**config.mk**
```make
export PLATFORM = sky130hd
export DESIGN_NAME = unidade_controle_multiciclo
export DESIGN_NICKNAME = d
export VERILOG_FILES = /design/src/rtl/controle_pkg.sv /design/src/rtl/controle_saidas.sv /design/src/rtl/unidade_controle_multiciclo.sv
export SDC_FILE = /design/constraint.sdc
export NUM_CORES = 1
export LEC_CHECK = 0
export BUFFER_PORTS_ARGS = -buffer_cell sky130_fd_sc_hd__buf_4
export CAP_MARGIN = 40
export CORE_UTILIZATION = 40
export DETAILED_ROUTE_END_ITERATION = 7
export PLACE_DENSITY_LB_ADDON = 0.3
export SYNTH_ARGS = -nofsm -noshare
export SYNTH_HDL_FRONTEND = slang
export SYNTH_SLANG_ARGS = --single-unit
```
**constraint.sdc**
```tcl
create_clock -name clock -period 1.6 [get_ports clock]
set_input_delay 0.08 -clock clock [delete_from_list [all_inputs] [get_ports clock]]
set_output_delay 0.08 -clock clock [all_outputs]
set_load 0.01 [all_outputs]
```
**src/rtl/controle_pkg.sv**
```systemverilog
// Shared constants for the multicycle MIPS control unit: state codes, opcodes and mux encodings.
// State ST_JR exists only when CONTROL_JR_EN is defined.
package controle_pkg;

  localparam logic [3:0] ST_FETCH     = 4'd0;
  localparam logic [3:0] ST_DECODE    = 4'd1;
  localparam logic [3:0] ST_MEM_ADDR  = 4'd2;
  localparam logic [3:0] ST_MEM_RD    = 4'd3;
  localparam logic [3:0] ST_MEM_WB    = 4'd4;
  localparam logic [3:0] ST_MEM_WR    = 4'd5;
  localparam logic [3:0] ST_EXEC_R    = 4'd6;
  localparam logic [3:0] ST_R_WB      = 4'd7;
  localparam logic [3:0] ST_BRANCH    = 4'd8;
  localparam logic [3:0] ST_JUMP      = 4'd9;
  localparam logic [3:0] ST_ADDI_EXEC = 4'd10;
  localparam logic [3:0] ST_ORI_EXEC  = 4'd11;
  localparam logic [3:0] ST_IMM_WB    = 4'd12;
`ifdef CONTROL_JR_EN
  localparam logic [3:0] ST_JR        = 4'd13;
`endif

  localparam logic [5:0] OP_RTYPE = 6'h00;
  localparam logic [5:0] OP_LW    = 6'h23;
  localparam logic [5:0] OP_SW    = 6'h2B;
  localparam logic [5:0] OP_BEQ   = 6'h04;
  localparam logic [5:0] OP_J     = 6'h02;
  localparam logic [5:0] OP_ADDI  = 6'h08;
  localparam logic [5:0] OP_ORI   = 6'h0D;
  localparam logic [5:0] FUNCT_JR = 6'h08;

  localparam logic [1:0] ULAOP_ADD   = 2'b11;
  localparam logic [1:0] ULAOP_SUB   = 2'b01;
  localparam logic [1:0] ULAOP_FUNCT = 2'b00;
  localparam logic [1:0] ULAOP_OR    = 2'b10;

  localparam logic [1:0] PCSRC_ALU    = 2'b00;
  localparam logic [1:0] PCSRC_ALUOUT = 2'b01;
  localparam logic [1:0] PCSRC_JUMP   = 2'b10;
  localparam logic [1:0] PCSRC_REG_A  = 2'b11;

  localparam logic [1:0] SRCB_B       = 2'b00;
  localparam logic [1:0] SRCB_FOUR    = 2'b01;
  localparam logic [1:0] SRCB_IMM     = 2'b10;
  localparam logic [1:0] SRCB_IMM_SH2 = 2'b11;

  typedef struct packed {
    logic       pc_write;
    logic       pc_write_cond;
    logic       i_or_d;
    logic       mem_read;
    logic       mem_write;
    logic       ir_write;
    logic       mem_to_reg;
    logic       reg_dst;
    logic       reg_write;
    logic       ula_src_a;
    logic [1:0] ula_src_b;
    logic [1:0] ula_op;
    logic [1:0] pc_source;
    logic       instr_done;
  } ctrl_t;

  function automatic logic opcode_known(input logic [5:0] op);
    return (op == OP_RTYPE) || (op == OP_LW) || (op == OP_SW) || (op == OP_BEQ) ||
           (op == OP_J) || (op == OP_ADDI) || (op == OP_ORI);
  endfunction

endpackage

```
**src/rtl/controle_saidas.sv**
```systemverilog
// Combinational state-to-control decoder; only FETCH and MEM_WR strobes depend on mem_ready.
// JR decode present only with CONTROL_JR_EN.
module controle_saidas
  import controle_pkg::*;
(
  input  logic [3:0] state,
  input  logic       mem_ready,
  input  logic       decode_illegal,
  output ctrl_t      ctrl
);

  always_comb begin
    ctrl = '0;
    case (state)
      ST_FETCH: begin
        ctrl.mem_read  = 1'b1;
        ctrl.ula_src_b = SRCB_FOUR;
        ctrl.ula_op    = ULAOP_ADD;
        ctrl.pc_source = PCSRC_ALU;
        ctrl.ir_write  = mem_ready;
        ctrl.pc_write  = mem_ready;
      end
      ST_DECODE: begin
        // Branch target precomputed here into ALUOut
        ctrl.ula_src_b  = SRCB_IMM_SH2;
        ctrl.ula_op     = ULAOP_ADD;
        ctrl.instr_done = decode_illegal;
      end
      ST_MEM_ADDR: begin
        ctrl.ula_src_a = 1'b1;
        ctrl.ula_src_b = SRCB_IMM;
        ctrl.ula_op    = ULAOP_ADD;
      end
      ST_MEM_RD: begin
        ctrl.i_or_d   = 1'b1;
        ctrl.mem_read = 1'b1;
      end
      ST_MEM_WB: begin
        ctrl.reg_write  = 1'b1;
        ctrl.mem_to_reg = 1'b1;
        ctrl.instr_done = 1'b1;
      end
      ST_MEM_WR: begin
        ctrl.i_or_d     = 1'b1;
        ctrl.mem_write  = 1'b1;
        ctrl.instr_done = mem_ready;
      end
      ST_EXEC_R: begin
        ctrl.ula_src_a = 1'b1;
        ctrl.ula_src_b = SRCB_B;
        ctrl.ula_op    = ULAOP_FUNCT;
      end
      ST_R_WB: begin
        ctrl.reg_write  = 1'b1;
        ctrl.reg_dst    = 1'b1;
        ctrl.instr_done = 1'b1;
      end
      ST_BRANCH: begin
        ctrl.ula_src_a     = 1'b1;
        ctrl.ula_src_b     = SRCB_B;
        ctrl.ula_op        = ULAOP_SUB;
        ctrl.pc_write_cond = 1'b1;
        ctrl.pc_source     = PCSRC_ALUOUT;
        ctrl.instr_done    = 1'b1;
      end
      ST_JUMP: begin
        ctrl.pc_write   = 1'b1;
        ctrl.pc_source  = PCSRC_JUMP;
        ctrl.instr_done = 1'b1;
      end
      ST_ADDI_EXEC: begin
        ctrl.ula_src_a = 1'b1;
        ctrl.ula_src_b = SRCB_IMM;
        ctrl.ula_op    = ULAOP_ADD;
      end
      ST_ORI_EXEC: begin
        ctrl.ula_src_a = 1'b1;
        ctrl.ula_src_b = SRCB_IMM;
        ctrl.ula_op    = ULAOP_OR;
      end
      ST_IMM_WB: begin
        ctrl.reg_write  = 1'b1;
        ctrl.instr_done = 1'b1;
      end
`ifdef CONTROL_JR_EN
      ST_JR: begin
        ctrl.pc_write   = 1'b1;
        ctrl.pc_source  = PCSRC_REG_A;
        ctrl.instr_done = 1'b1;
      end
`endif
      default: ctrl = '0;
    endcase
  end

endmodule

```
**src/rtl/unidade_controle_multiciclo.sv**
```systemverilog
// Main control FSM for the multicycle MIPS datapath with mem_ready wait states.
// Define CONTROL_JR_EN to give jr (R-type, funct 0x08) its own 3-cycle JR state.
module unidade_controle_multiciclo
  import controle_pkg::*;
#(
  parameter int unsigned OPC_W = 6,
  parameter int unsigned ST_W  = 4
) (
  input  logic             clock,
  input  logic             reset,
  input  logic [OPC_W-1:0] opcode,
  input  logic [OPC_W-1:0] funct,
  input  logic             mem_ready,
  output logic             pc_write,
  output logic             pc_write_cond,
  output logic             i_or_d,
  output logic             mem_read,
  output logic             mem_write,
  output logic             ir_write,
  output logic             mem_to_reg,
  output logic             reg_dst,
  output logic             reg_write,
  output logic             ula_src_a,
  output logic [1:0]       ula_src_b,
  output logic [1:0]       ula_op,
  output logic [1:0]       pc_source,
  output logic             instr_done,
  output logic             illegal_op,
  output logic [ST_W-1:0]  state_dbg
);

  logic [3:0] state_q, state_d;
  logic       illegal_q;
  logic       decode_illegal;
  ctrl_t      ctrl;

  assign decode_illegal = (state_q == ST_DECODE) && !opcode_known(opcode);

  always_comb begin
    state_d = state_q;
    case (state_q)
      ST_FETCH:  if (mem_ready) state_d = ST_DECODE;
      ST_DECODE: begin
        case (opcode)
          OP_LW, OP_SW: state_d = ST_MEM_ADDR;
`ifdef CONTROL_JR_EN
          OP_RTYPE:     state_d = (funct == FUNCT_JR) ? ST_JR : ST_EXEC_R;
`else
          OP_RTYPE:     state_d = ST_EXEC_R;
`endif
          OP_BEQ:       state_d = ST_BRANCH;
          OP_J:         state_d = ST_JUMP;
          OP_ADDI:      state_d = ST_ADDI_EXEC;
          OP_ORI:       state_d = ST_ORI_EXEC;
          default:      state_d = ST_FETCH;
        endcase
      end
      ST_MEM_ADDR:  state_d = (opcode == OP_SW) ? ST_MEM_WR : ST_MEM_RD;
      ST_MEM_RD:    if (mem_ready) state_d = ST_MEM_WB;
      ST_MEM_WR:    if (mem_ready) state_d = ST_FETCH;
      ST_EXEC_R:    state_d = ST_R_WB;
      ST_ADDI_EXEC: state_d = ST_IMM_WB;
      ST_ORI_EXEC:  state_d = ST_IMM_WB;
      default:      state_d = ST_FETCH;
    endcase
  end

`ifndef CONTROL_JR_EN
  logic funct_unused;
  assign funct_unused = ^funct;
`endif

  always_ff @(posedge clock) begin
    if (reset) begin
      state_q   <= ST_FETCH;
      illegal_q <= 1'b0;
    end else begin
      state_q <= state_d;
      if (decode_illegal) illegal_q <= 1'b1;
    end
  end

  controle_saidas u_saidas (
    .state          (state_q),
    .mem_ready      (mem_ready),
    .decode_illegal (decode_illegal),
    .ctrl           (ctrl)
  );

  // Architectural writes are suppressed while reset is high so an abandoned instruction
  // cannot commit anything on the reset edge.
  assign pc_write      = ctrl.pc_write & ~reset;
  assign pc_write_cond = ctrl.pc_write_cond & ~reset;
  assign mem_write     = ctrl.mem_write & ~reset;
  assign ir_write      = ctrl.ir_write & ~reset;
  assign reg_write     = ctrl.reg_write & ~reset;
  assign instr_done    = ctrl.instr_done & ~reset;
  assign i_or_d        = ctrl.i_or_d;
  assign mem_read      = ctrl.mem_read;
  assign mem_to_reg    = ctrl.mem_to_reg;
  assign reg_dst       = ctrl.reg_dst;
  assign ula_src_a     = ctrl.ula_src_a;
  assign ula_src_b     = ctrl.ula_src_b;
  assign ula_op        = ctrl.ula_op;
  assign pc_source     = ctrl.pc_source;
  assign illegal_op    = illegal_q;
  assign state_dbg     = ST_W'(state_q);

endmodule

```
==> reports/metrics.csv <==
metric,value,unit
synth.most_common_cell,nor2_1,
ios,37,
synthArstFlopShare,0,
fin_util,0.6364,
core,1541,um2
max_freq,0.6565,GHz
rows,14,
die-area,1864,um2
die_x,43.18,um
design_area,980.9,um2
layout_setup_ws,0.07667,ns
wl_per_cell,12.29,um
synth_area,678.2,um2
preCtsSetupSlack,0.1762,ns
fin_crit_sh,0.9521,
ir_worst_vdd,0.3558,mV
clk_latency,0.25,ns
grt_usage,0.2175,
p_total,0.0004638,W
power.density,472.8,nW/um2
dr.pass1.iters,4,
start_kind,flop,
fp.dieH,43.18,um
crit_slowest_cell,or3_4,
crit_type,reg -> out,
grt_pass1_wl,3098,um
setup-tns-final,0,ns
path_max_fanout,10,
grt-ovfl-total,0,
cp_data_required_time,1.52,ns
post_cts_buffers,0,
drc_errors,0,
cts_root_buf,clkbuf_4,
period_minus_slack,1.523,ns
grt_max_degree,13,
initial_utilization,0.4399,
yosys.area.top_type_share,0.1476,
yosysWarnings,0,
synthTopCellsByCount,"nor2_1 (13), nand2_1 (7), a21oi_1 (6), dfxtp_1 (5), nor3_1 (5)",
yosys-top-cells-area,"dfxtp_1 (15%), nor2_1 (7.2%), a21oi_1 (4.4%)",
worstHoldPathType,in -> reg,
vias,832,
grt_pass1_vias,734,
gp_congestion,0.8313,
nets,147,
placed_area,925.9,um2
synth_top_cell_by_area,dfxtp_1,
syn_to_final_growth,44.65,%
slew_viol_final,0,
worst_setup_path_end_kind,output pin,
drt-vias-per-instance,5.660,
tritoncts,done,
ys.flop_type,dfxtp_1,
yosysSeqAreaShare,0.1476,
status,completed,
max_cap_violations,0,
antennaDiodeCount,0,
synth_nets,115,
setup_viol,0,
synth_seq_cells,5,
fin_worst_skew,0.004345,ns
syn_inst,100,
power.leakage,0.4312,nW
grt_antenna_before_repair,0,
dp_hpwl,1392,um
crit_chain,or3_4 -> nor2_2 -> o211ai_2 -> o21ai_2 -> buf_4,
drive_gt1_frac,0.4122,
port_buffers,30,
avgSynthCellArea,6.781,um2
tightest_slew,0.3481,ns
cts_buffers,3,
max_stage_delay,0.41,ns
cts.sinks,5,
antenna_left,0,
synth_edf_count,0,
clockBufferDepth,2,
cp.arrival,1.44,ns
critPathTopFamily,simple AND/OR/NAND/NOR gates,
slew_headroom,0.7647,
routed_wl,1806,um
drtIter0Drc,5,
rsz0062_at_grt,false,
synth_cell_type_count,40,
path_buf_inv,1,
h-tree-depth,1,
hold_violations,0,
clk_pin_slew,0.05,ns
sequential cells by signal (all words and copies together) (netlist names):
| name | cells |
|---|---|
| state_dbg | 4 |
| illegal_op | 1 |
through the flow:
| step | hold slack, ns | std cells |
|---|---|---|
| final | 0.09748 | 147 |
| after global routing | 0.09204 | 147 |
| after CTS | 0.08705 | 147 |
| after detailed placement | 0.3492 | 143 |
| after global placement | 0.3454 | 143 |
| after floorplan | 0.2616 | 100 |
logic make-up (layout without fill, tap and decap cells):
| kind of cell | after synthesis | count (layout) | share of synthesized area |
|---|---|---|---|
| buf+inv | 14 | 45 | 0.09592 |
| compound gates | 30 | 30 | 0.3100 |
| fa+ha+maj | 1 | 1 | 0.01660 |
| xor+xnor | 2 | 2 | 0.02583 |
| flops | 5 | 5 | 0.1476 |
| simple gates | 48 | 48 | 0.4041 |
area by class of cell:
class | instances | area [um2]
sequential | 5 | 108.9
clock buffer | 4 | 26.28
tap | 16 | 20.02
multi-input combinational | 81 | 533.0
fill | 152 | 560.5
inverter | 4 | 15.01
timing repair buffer | 37 | 277.8
per-layer routing:
| layer | up-vias | global-route usage | wire length (um) |
|---|---|---|---|
| li1 | 430 | - | - |
| met1 | 373 | 0.2674 | 793 |
| met2 | 25 | 0.3612 | 881 |
| met3 | 4 | 0.02979 | 96 |
| met4 | 0 | 0.1152 | 34 |
| met5 | - | 0 | 0 |
report_power, final:
part	internal [W]	total (W)	switching (W)	leakage, nW
sequential	0.000129	0.000136	0.00000699	0.0427
clock	0.0000945	0.000149	0.0000543	0.0150
combinational	0.0000888	0.000179	0.0000906	0.373
total	0.000312	0.000464	0.000152	0.431
final timing paths:
| path | start | to | slack (ns) | depth (start not counted) |
|---|---|---|---|---|
| setup reg to reg | state_dbg[0]$_SDFFE_PP0P_ | state_dbg[3]$_SDFFE_PP0P_ | 0.27 | 4 |
| hold / removal | reset | illegal_op$_SDFFE_PP0P_ | 0.1 | 2 |
| hold reg to reg | illegal_op$_SDFFE_PP0P_ | illegal_op$_SDFFE_PP0P_ | 0.47 | 2 |
| setup / recovery | state_dbg[2]$_SDFFE_PP0P_ | instr_done | 0.08 | 5 |
what timing repair did:
item	CTS	global route
hold buffers	0	0
endpoints found under the setup margin	2	2
gates resized for setup	4	7
pin swaps	0	1
cells in the final DEF (no fill, tap or decap), types with 2 or more instances in the layout:
| master | count |
|---|---|
| buf_4 | 37 |
| nor2_1 | 12 |
| nand2_1 | 7 |
| a21oi_1 | 6 |
| nor3_1 | 5 |
| nor2b_1 | 4 |
| inv_1 | 4 |
| a211oi_1 | 3 |
| o21ai_1 | 3 |
| o21ai_0 | 3 |
| clkbuf_4 | 3 |
| and3_1 | 2 |
| xnor2_1 | 2 |
| nand2b_1 | 2 |
| o21ai_2 | 2 |
| a21boi_0 | 2 |
| nor4_1 | 2 |
| a32o_1 | 2 |
| nor4b_1 | 2 |
| dfxtp_1 | 2 |
| dfxtp_4 | 2 |
Power figures use the tool's default switching activity.
